**config.mk**
```make
export PLATFORM = sky130hd
export DESIGN_NAME = echo_sample_sequencer
export DESIGN_NICKNAME = d
export VERILOG_FILES = /design/src/rtl/echo_sample_sequencer.sv
export SDC_FILE = /design/constraint.sdc
export NUM_CORES = 1
export LEC_CHECK = 0
export BUFFER_PORTS_ARGS = -buffer_cell sky130_fd_sc_hd__buf_2
export CAP_MARGIN = 25
export CELL_PAD_IN_SITES_DETAIL_PLACEMENT = 0
export CELL_PAD_IN_SITES_GLOBAL_PLACEMENT = 1
export CORE_AREA = 3 3 174 125
export DETAILED_ROUTE_END_ITERATION = 8
export DIE_AREA = 0 0 177 128
export HOLD_SLACK_MARGIN = 0.12
export PLACE_DENSITY = 0.83
export SLEW_MARGIN = 20
export SYNTH_ARGS = -nofsm -noshare
export SYNTH_HDL_FRONTEND = slang
export SYNTH_SLANG_ARGS = --single-unit
```
**constraint.sdc**
```tcl
create_clock -name clk_operation -period 2.4 [get_ports clk_operation]
set_input_delay 0.24 -clock clk_operation [delete_from_list [all_inputs] [get_ports clk_operation]]
set_output_delay 0.24 -clock clk_operation [all_outputs]
set_load 0.005 [all_outputs]
```
**src/rtl/echo_sample_sequencer.sv**
```systemverilog
// Per-sample sequencer: converters -> estimator (adapt phase) -> canceller -> output load.
// Latency tick->out_load 7 cycles adapting / 5 frozen; waits on level readies, aborts after TIMEOUT.
module echo_sample_sequencer #(
  parameter int TIMEOUT       = 1024,
  parameter int WARMUP_CANCEL = 2,
  parameter int WARMUP_ADAPT  = 4,
  parameter int ADAPT_SAMPLES = 400,
  parameter int CNT_W         = 24
) (
  input  logic        clk_operation,
  input  logic        rst,
  input  logic        enable,
  input  logic [12:0] sampling_cycle_counter,
  output logic        conv_start,
  input  logic        conv_ready_a,
  input  logic        conv_ready_b,
  output logic        adapt_start,
  input  logic        adapt_ready,
  output logic        cancel_start,
  input  logic        cancel_ready,
  input  logic [63:0] e,
  input  logic [63:0] signal_without_echo,
  output logic [63:0] out_double,
  output logic        out_load,
  output logic        sampling_en_cancel,
  output logic        sampling_en_adapt,
  output logic        adapting,
  output logic [31:0] iteration,
  output logic [7:0]  timeout_count,
  output logic        overrun,
  output logic        busy
);

  typedef enum logic [2:0] {
    IDLE,
    CONV_START,
    CONV_WAIT,
    ADAPT_START,
    ADAPT_WAIT,
    CANCEL_START,
    CANCEL_WAIT,
    OUTPUT
  } state_t;

  localparam int TMR_W = $clog2(TIMEOUT + 1);
  localparam logic [CNT_W-1:0] ADAPT_N  = CNT_W'(ADAPT_SAMPLES);
  localparam logic [CNT_W-1:0] WARM_C_N = CNT_W'(WARMUP_CANCEL);
  localparam logic [CNT_W-1:0] WARM_A_N = CNT_W'(WARMUP_ADAPT);

  state_t           state, state_nxt;
  logic [12:0]      prev_cnt;
  logic [CNT_W-1:0] sample_count;
  logic [TMR_W-1:0] wait_cnt;
  logic             tick;
  logic             is_wait;
  logic             ready_ok;
  logic             timeout_hit;

  assign tick               = enable && (sampling_cycle_counter == 13'd0) && (prev_cnt != 13'd0);
  assign adapting           = sample_count < ADAPT_N;
  assign sampling_en_cancel = sample_count >= WARM_C_N;
  assign sampling_en_adapt  = (sample_count >= WARM_A_N) && adapting;
  assign busy               = (state != IDLE);

  always_comb begin
    state_nxt   = state;
    is_wait     = 1'b0;
    ready_ok    = 1'b0;
    timeout_hit = 1'b0;
    case (state)
      IDLE:         if (tick) state_nxt = CONV_START;
      CONV_START:   state_nxt = CONV_WAIT;
      CONV_WAIT: begin
        is_wait  = 1'b1;
        ready_ok = conv_ready_a && conv_ready_b;
        if (ready_ok) state_nxt = adapting ? ADAPT_START : CANCEL_START;
      end
      ADAPT_START:  state_nxt = ADAPT_WAIT;
      ADAPT_WAIT: begin
        is_wait  = 1'b1;
        ready_ok = adapt_ready;
        if (ready_ok) state_nxt = CANCEL_START;
      end
      CANCEL_START: state_nxt = CANCEL_WAIT;
      CANCEL_WAIT: begin
        is_wait  = 1'b1;
        ready_ok = cancel_ready;
        if (ready_ok) state_nxt = OUTPUT;
      end
      OUTPUT:       state_nxt = IDLE;
      default:      state_nxt = IDLE;
    endcase
    // Ready on the last allowed wait cycle still wins over the abort.
    if (is_wait && !ready_ok && (wait_cnt == TMR_W'(TIMEOUT - 1))) begin
      timeout_hit = 1'b1;
      state_nxt   = IDLE;
    end
  end

  always_ff @(posedge clk_operation) begin
    if (rst) begin
      state         <= IDLE;
      prev_cnt      <= '1;
      sample_count  <= '0;
      wait_cnt      <= '0;
      conv_start    <= 1'b0;
      adapt_start   <= 1'b0;
      cancel_start  <= 1'b0;
      out_load      <= 1'b0;
      out_double    <= '0;
      iteration     <= '0;
      timeout_count <= '0;
      overrun       <= 1'b0;
    end else begin
      state        <= state_nxt;
      prev_cnt     <= sampling_cycle_counter;
      conv_start   <= (state_nxt == CONV_START);
      adapt_start  <= (state_nxt == ADAPT_START);
      cancel_start <= (state_nxt == CANCEL_START);
      out_load     <= (state_nxt == OUTPUT);
      wait_cnt     <= is_wait ? wait_cnt + TMR_W'(1) : '0;
      if (tick && state == IDLE && sample_count != '1)
        sample_count <= sample_count + CNT_W'(1);
      if (tick && state != IDLE)
        overrun <= 1'b1;
      if (state == CANCEL_WAIT && cancel_ready)
        out_double <= adapting ? e : signal_without_echo;
      if (state == OUTPUT && adapting)
        iteration <= iteration + 32'd1;
      if (timeout_hit && timeout_count != 8'hFF)
        timeout_count <= timeout_count + 8'd1;
    end
  end

endmodule

```
After elaboration in Yosys (flattened, before gate mapping). Cells that the tools add are included.

Equal/unequal tests: 14. Reduce and logical (&&, ||, !) cells: 19. Muxes and demuxes: 11. $lt $le $gt $ge: 3. Add/subtract/negate cells: 4. Bitwise gates (word level): 1.

Operators by type and width (count): 64-bit two-way mux (1); 32-bit by 1-bit adder with 32-bit output, second input constant (1); 24-bit by 1-bit adder with 24-bit output, second input constant (1); 24-bit by 2-bit >= comparator with 1-bit output, second input constant (1); 24-bit by 3-bit >= comparator with 1-bit output, second input constant (1); 24-bit by 9-bit less-than comparator with 1-bit output, second input constant (1); 24-bit inequality test, second input constant (1); 3-bit one-hot mux with 8 select lines (1); 3-bit equality test, second input constant (6); 3-bit two-way mux (6); 13-bit zero test (1); 13-bit nonzero test (1); 1-bit logical AND (12); 11-bit by 1-bit adder with 11-bit output, second input constant (1); 11-bit by 10-bit equality test with 1-bit output, second input constant (1); 3-bit by 2-bit equality test with 1-bit output, second input constant (3); 8-bit by 1-bit adder with 8-bit output, second input constant (1); 8-bit inequality test, second input constant (1); 3-bit by 1-bit equality test with 1-bit output, second input constant (2); 3-bit zero test (1); 1-bit one-hot mux with 3 select lines (1); 3-bit nonzero test (1); 3-bit OR reduction (1); 1-bit two-way mux (2); 3 further kinds (3).

Output and inout bits: 113. Register bits after elaboration: 160. Word-level logic and storage cells: 64. Input port bits: 148.

Longest topological paths before layout. Gate-level depths: netlist of the first run.

Word-level depth: 7. Gate-level depth with buffers: 9. Depth with buffers taken out: 6.

Worst setup path before layout of the first run. Ideal clock, no wire load.

Path type: register to register. Start point: register state[1]. End point: register sample_count[14]. Data required time: 2.279 ns. Arrival: 1.961 ns. Path buffers: 3. Cell stages (with the launch flop): 9. Setup slack: 0.318 ns. Period minus slack after synthesis: 2.082 ns. Setup time: 0.121 ns. Cell sequence: dfxtp_1 > buf_4 > nor2_1 > nand2_1 > or3_1 > buf_2 > buf_2 > nor4_1 > mux2_2.

Cells in the longest elaborated chain, start to end: 3.

Ends and longest elaborated chain: start: declaration (RTL line 50) `state_t state, state_nxt;`; start signal: assignment (RTL line 115) `state <= state_nxt;`; 3-bit zero test (RTL line 122) `if (tick && state == IDLE && sample_count != '1)`; 1-bit logical AND (2 in a row) (RTL line 122); end signal: assignment (RTL line 123) `sample_count <= sample_count + CNT_W'(1);`; end: declaration (RTL line 52) `logic [CNT_W-1:0] sample_count;`.

Every way passes these cells. A chain may end at the register's enable or synchronous reset.

Worst setup path in the final report of the first run.
Start point: input sampling_cycle_counter[1]. End point: register sample_count[12].

Cells in the longest elaborated chain, start to end: 5.

Ends and longest elaborated chain: start: declaration (RTL line 13) `input logic [12:0] sampling_cycle_counter,`; 13-bit zero test (RTL line 59) `assign tick = enable && (sampling_cycle_counter == 13'd0) && (prev_cnt != 13'd0);`; 1-bit logical AND (2 in a row) (RTL line 59); 1-bit logical AND (2 in a row) (RTL line 122).

Every way passes these cells.

==> impl_metrics.json, run 1 <==
{
  "rows": 43,
  "avgSynthCellArea_um2": 8.10,
  "critPathLaunch": "sampling_cycle_counter[1]",
  "critical_path.endpoint": "sample_count[12]$_SDFFE_PP0P_",
  "synth_top_cell_by_area": "dfxtp_1",
  "cp_max_fo": 32,
  "cpPeakStageDelay_ns": 0.55,
  "crit_type": "in2reg",
  "report.final.slew_viol_count": 0,
  "tightest_slew_ns": 0.666,
  "synth_seq_area_share_pct": 44.4,
  "worstRegToRegCells": 6,
  "cts-root-buf": "clkbuf_16",
  "insertion_delay_ns": 0.42,
  "wl_per_cell_um": 16.0,
  "first_global_vias": 7845,
  "mostFrequentLayoutCells": "259 x buf_2, 159 x dfxtp_1, 153 x nand2_1",
  "max_freq_mhz": 427,
  "fin_skew_ns": 0.0137,
  "r2r_slack_ns": 0.15,
  "start_util_pct": 36.1,
  "h-tree-depth": 4,
  "ys_ff_latch": 160,
  "clkPwrFrac_pct": 47.2,
  "io_buffers": 260,
  "stdcell_area_mm2": 0.0111,
  "die_area_mm2": 0.0227,
  "crit_path_end_kind": "flip-flop",
  "grt_pass1_wl_mm": 39.1,
  "p_sw_mw": 1.31,
  "clkSinkCount": 160,
  "r2r-end": "out_double[35]$_SDFFE_PP0P_",
  "vdd_ir_drop_max_mv": 0.381,
  "cp_cell_sequence": "dlygate4sd3_1 -> buf_2 -> nor4_2 -> nand4_1 -> or3_4 -> buf_12 -> nor4_4 -> mux2_2",
  "reg2reg_from": "state[0]$_SDFF_PP0_",
  "drive_gt1_share_pct": 28.6,
  "syn_to_final_growth_pct": 53.7,
  "via_count": 8208,
  "worstPathRequired_ns": 2.71,
  "synth_cell_types": 47,
  "via_per_inst": 5.25,
  "hold_class": "in2reg",
  "yosysWarnings": 0,
  "synthArstFlopShare_pct": 0,
  "highest-signal-layer": "met4",
  "grtUsageTotal_pct": 21.1,
  "drt_wl_total_mm": 25.0,
  "die_x_um": 177,
  "layout_setup_ws_ns": 0.0595,
  "dp.final_hpwl_mm": 16.1,
  "p_int_mw": 4.50,
  "max_cap_violations": 0,
  "syn_inst": 891,
  "cts_buffers": 17,
  "grt_max_degree": 129,
  "antenna_found_initial": 0,
  "wirelength_met1_mm": 10.7,
  "final_common_cell": "buf_2",
  "n_antenna_cell": 0,
  "final_nets": 1434,
  "power_frac_seq_pct": 46.0,
  "drt_iter0_drc": 572,
  "switching_share_pct": 22.5,
  "finalSetupViolations": 0,
  "met3_length_mm": 1.62,
  "comb_power_share_pct": 6.9,
  "dpl_cell_area_mm2": 0.00890,
  "ant_nets": 0,
  "synthTopCellsByArea": "dfxtp_1 44%, nand2_1 8.0%, a311oi_1 7.8%, nor2_1 5.4%, a21oi_1 3.6%",
  "overflow": 0,
  "final-hold-violation-count": 0,
  "synth_edf_count": 0,
  "io_pins": 261,
  "max-slew-margin-rel_pct": 55.6,
  "min_period_over_period_pct": 97.5,
  "cp_slowest_cell": "dlygate4sd3_1",
  "post-place-ws_ns": -0.0142,
  "firstDrtPassIters": 6,
  "route.detailed.drc": 0,
  "clk_pin_slew_ns": 0.06,
  "synth_flop_cell": "dfxtp_1",
  "crit_buf_inv": 3,
  "routabilityCongestion": 0.819,
  "cellPowerDensity_mw_per_mm2": 523,
  "fp.dieH_um": 128,
  "wl_met2_mm": 11.7,
  "fill_cells": 1811,
  "power_mw": 5.81,
  "tritoncts": "yes",
  "coreArea_mm2": 0.0200,
  "synth_top_area_share_pct": 44.4,
  "critPathLaunchType": "input pin",
  "synth_area_mm2": 0.00721,
  "finalCriticalPeriod_ns": 2.34,
  "synth_nets": 1044,
  "clockBufferDepth": 2,
  "arrival_ns": 2.65,
  "status": "finished, final reports clean",
  "critPathTopFamily": "simple AND/OR/NAND/NOR gates",
  "p_leak_nw": 4.50,
  "cp.depth": 8
}
sequential cells by signal, summed over array words and instances, names as in the netlist:
name,count
conv_start,1
cancel_start,1
sample_count,24
out_double,64
overrun,1
state,3
prev_cnt,13
timeout_count,8
iteration,32
adapt_start,1
wait_cnt,11
out_load,1
kinds of logic after synthesis:
kind of cell | share of synthesized area (%)
adder cells (fa/ha/maj) | 0.867
multiplexers | 1.08
AND/OR/NAND/NOR | 29.4
flip-flops | 44.4
AO/OA/AOI/OAI | 17.3
buffers and inverters | 5.13
XOR/XNOR | 1.82
Yosys cell counts, types with 3 or more instances:
library cell	count
or4_1	21
dfxtp_1	160
nor2_1	104
a21oi_1	52
nand4_1	22
and4_1	6
o31ai_1	21
nor4_1	16
clkbuf_1	46
nor3b_1	3
o21ai_0	32
buf_4	3
buf_2	11
and3_1	11
nand2_1	154
mux2_2	6
inv_1	20
xor2_1	7
a311oi_1	64
nor2b_1	5
o2111ai_1	3
ha_1	5
or3_1	32
xnor2_1	8
nor3_1	10
or2_2	15
nand3_1	30
worst register-to-register path, cell delays in order, from the launching register on:
cell	delay [ns]
dfxtp_1	0.42
inv_1	0.14
and4_4	0.23
buf_12	0.37
nor2_1	0.19
a311oi_1	0.26
dlygate4sd3_1	0.59
per-stage QoR:
step | utilization (%) | hold slack (ns) | std cells | setup TNS (ns)
final | 55.6 | 0.288 | 1563 | 0
after global routing | 55.6 | 0.292 | 1563 | -0.00679
after CTS | 54.7 | 0.271 | 1560 | 0
after detailed placement | 44.6 | 0.449 | 1388 | -0.0142
after global placement | 44.6 | 0.445 | 1388 | 0
after floorplan | - | 0.347 | 891 | 0
power by group through the flow:
stage                     registers (mW)  clock network [mW]  logic, mW
after floorplan                     2.73                   0     0.0725
after global placement              2.73                   0      0.216
after detailed placement            2.73                   0      0.215
after CTS                           2.67                2.81      0.389
after global routing                2.67                2.92      0.431
final                               2.67                2.74      0.398
layer usage:
layer / vias up / track usage, %
met2: 302 / 33.8
met4: 0 / 9.79
met3: 89 / 6.10
met5: - / 0
met1: 3814 / 26.3
li1: 4003 / -
how the worst min path moves through the flow:
stage / start / to / cells past startpoint
after floorplan: sampling_cycle_counter[0] / prev_cnt[0]$_SDFF_PP1_ / 1
after global placement: wait_cnt[0]$_SDFF_PP0_ / wait_cnt[0]$_SDFF_PP0_ / 1
after detailed placement: wait_cnt[0]$_SDFF_PP0_ / wait_cnt[0]$_SDFF_PP0_ / 1
after CTS: conv_ready_a / state[2]$_SDFF_PP0_ / 4
after global routing: conv_ready_a / state[2]$_SDFF_PP0_ / 4
final: conv_ready_a / state[2]$_SDFF_PP0_ / 4
final cells by class:
class	instances	area (um2)	share of cell area [%]
Timing Repair Buffer	435	3110	28.0
Inverter	20	77.6	0.700
Sequential cell	160	3200	28.9
Clock inverter	13	151	1.37
Multi-Input combinational cell	647	3770	34.0
Tap cell	270	338	3.05
Clock buffer	18	439	3.96
repair_timing:
action	in CTS	in global routing
gates resized for setup	2	22
pin swaps	0	1
cloned	0	2
endpoints found under the hold margin	77	0
hold buffers	141	0
setup endpoints to repair	2	25
buffers inserted	0	1
Note: power is estimated with default switching activity, not from simulation.
==> inputs of run 2 (changes only) <==
==> constraint.sdc (replaced) <==
create_clock -name clk_operation -period 2.4 [get_ports clk_operation]
set_input_delay 0.48 -clock clk_operation [delete_from_list [all_inputs] [get_ports clk_operation]]
set_output_delay 0.48 -clock clk_operation [all_outputs]
set_load 0.005 [all_outputs]
==> run 2 against run 1 <==
  * Clock power hardly changed
  * Design area is 14% lower
  * Sequential cell count stayed put
  * Sequential share of layout area is 4.6 points higher
  * Total power is 3.0% lower
  * Setup slack better by 0.0053 ns
  * Combinational power is 45% lower
  * Register-to-register slack better by 0.07 ns
  * First-iteration DRC count is 17% lower
  * Cell count is 9.0% lower
  * Via count is 10% lower
  * Global-route usage is 1.9 points lower
==> impl_metrics.json, run 2 (synthesized netlist as in run 1, its figures left out) <==
{
  "grt_pass1_wl_mm": 35.2,
  "crit_type": "reg2out",
  "routabilityCongestion": 0.824,
  "cp_max_fo": 7,
  "route.detailed.drc": 0,
  "reg.largest.list": "out_double (64), iteration (32), sample_count (24)",
  "p_sw_mw": 1.27,
  "vdd_ir_drop_max_mv": 0.454,
  "fin_setup_tns_ns": 0,
  "fp.dieH_um": 128,
  "rsz0062_at_grt": "no",
  "io_pins": 261,
  "via_per_inst": 5.17,
  "power_frac_seq_pct": 47.4,
  "wl_per_cell_um": 15.9,
  "report.final.slew_viol_count": 0,
  "cts-root-buf": "clkbuf_16",
  "drive_gt1_share_pct": 31.4,
  "cts_buffers": 17,
  "drt_iter0_drc": 473,
  "rows": 43,
  "drt_wl_total_mm": 22.6,
  "reg2reg_from": "sample_count[5]$_SDFFE_PP0P_",
  "dp_cells": 1389,
  "overflow": 0,
  "ant_nets": 0,
  "holdWs_ns": 0.268,
  "start_util_pct": 36.1,
  "p_int_mw": 4.36,
  "coreArea_mm2": 0.0200,
  "firstDrtPassIters": 4,
  "tightest_slew_ns": 0.652,
  "dp.final_hpwl_mm": 16.3,
  "clkSinkCount": 160,
  "cellPowerDensity_mw_per_mm2": 589,
  "grtUsageTotal_pct": 19.2,
  "antenna_found_initial": 0,
  "status": "finished, final reports clean",
  "hold_class": "in2reg",
  "tritoncts": "yes",
  "die_x_um": 177,
  "clk_pin_slew_ns": 0.06,
  "fin_skew_ns": 0.0103,
  "grt_max_degree": 72,
  "clkPwrFrac_pct": 48.7,
  "fin_cells": 1422,
  "insertion_delay_ns": 0.43,
  "critPathLaunchType": "flip-flop",
  "p_leak_nw": 3.87,
  "arrival_ns": 1.86,
  "min_period_over_period_pct": 97.3,
  "switching_share_pct": 22.6,
  "crit_path_end_kind": "output pin",
  "stdcell_area_mm2": 0.00957,
  "die_area_mm2": 0.0227,
  "via_count": 7356,
  "top_register": "out_double",
  "dpl_cell_area_mm2": 0.00889,
  "finalCriticalPeriod_ns": 2.34,
  "clockBufferDepth": 2,
  "max_freq_mhz": 428,
  "first_global_vias": 6873,
  "postCtsHoldBufs": 0,
  "r2r-end": "sample_count[20]$_SDFFE_PP0P_",
  "hold_path_end": "prev_cnt[4]$_SDFF_PP1_",
  "syn_to_final_growth_pct": 32.6,
  "max_cap_violations": 0,
  "mostFrequentLayoutCells": "259 x buf_2, 160 x dfxtp_1, 153 x nand2_1",
  "worstPathRequired_ns": 1.92,
  "r2r_slack_ns": 0.22,
  "final_common_cell": "buf_2",
  "io_buffers": 260,
  "hp-start": "sampling_cycle_counter[4]",
  "h-tree-depth": 4,
  "min_path_cells": 2,
  "n_antenna_cell": 0,
  "worstRegToRegCells": 5,
  "comb_power_share_pct": 3.9,
  "finalSetupViolations": 0,
  "largest_register_ffs": 64,
  "max-slew-margin-rel_pct": 56.5,
  "fill_cells": 1964,
  "final_nets": 1292,
  "final-hold-violation-count": 0
}
run 2: changes by cell type in the layout (fill, tap and decap cells not counted), moves of 2 or more:
cell | previous run | this run
dlygate4sd3_1 | 141 | 0
nor4_1 | 8 | 13
nor4_2 | 4 | 1
a21oi_1 | 50 | 52
a21oi_2 | 2 | 0
buf_4 | 25 | 27
clkbuf_16 | 19 | 17
nor4_4 | 4 | 2
run 2: what timing repair did:
action / CTS / global route
endpoints found under the setup margin: 2 / 3
pin swaps: 1 / 0
resized for setup: 8 / 4
setup buffers: 1 / 0
run 2: layout make-up:
class | instances | area (um2) | area share [%]
Multi-Input combinational cell | 647 | 3720 | 38.9
Sequential cell | 160 | 3200 | 33.5
Timing Repair Buffer | 293 | 1640 | 17.1
Clock buffer | 18 | 439 | 4.59
Tap cell | 270 | 338 | 3.53
Clock inverter | 14 | 153 | 1.60
Inverter | 20 | 75.1 | 0.785
run 2: worst max path at each step:
stage	startpoint	endpoint	slack, ns	depth (start not counted)
finish	sample_count[18]$_SDFFE_PP0P_	sampling_en_adapt	0.06	5
global route	sample_count[18]$_SDFFE_PP0P_	sampling_en_adapt	0.0004	5
CTS	sample_count[18]$_SDFFE_PP0P_	sampling_en_adapt	0.008	5
detailed placement	sampling_cycle_counter[0]	sample_count[9]$_SDFFE_PP0P_	-0.29	7
global placement	sampling_cycle_counter[0]	sample_count[9]$_SDFFE_PP0P_	-0.18	7
floorplan	sampling_cycle_counter[0]	sample_count[14]$_SDFFE_PP0P_	0.12	7
run 2: routing by layer:
layer	track usage (%)	wire length [um]	share of wire (%)	vias to the layer above
li1	-	-	-	3724
met4	6.42	337	1.5	0
met5	0	0	0	-
met3	4.47	1080	4.8	26
met2	31.0	10700	47	167
met1	25.6	10500	46	3439
run 2: through the flow:
stage	util [%]	setup slack, ns	power [mW]
2_1_floorplan	-	0.124	2.80
3_3_place_gp	44.6	-0.181	2.95
3_5_place_dp	44.6	-0.287	2.95
4_1_cts	47.8	0.00813	5.69
5_1_grt	47.9	0.000399	5.82
6_report	47.9	0.0648	5.63
run 2: critical path, stage by stage, from the launching register on:
cell and delay, ns:
dfxtp_1 0.39, nor4_4 0.36, and3_4 0.26, nand2_4 0.10, a31oi_2 0.17, buf_2 0.16
run 2: power groups by stage:
stage / Combinational [mW] / Sequential, mW / Clock, mW
6_report: 0.217 / 2.67 / 2.74
5_1_grt: 0.244 / 2.67 / 2.90
4_1_cts: 0.220 / 2.67 / 2.80
3_5_place_dp: 0.218 / 2.73 / 0
3_3_place_gp: 0.219 / 2.73 / 0
2_1_floorplan: 0.0725 / 2.73 / 0
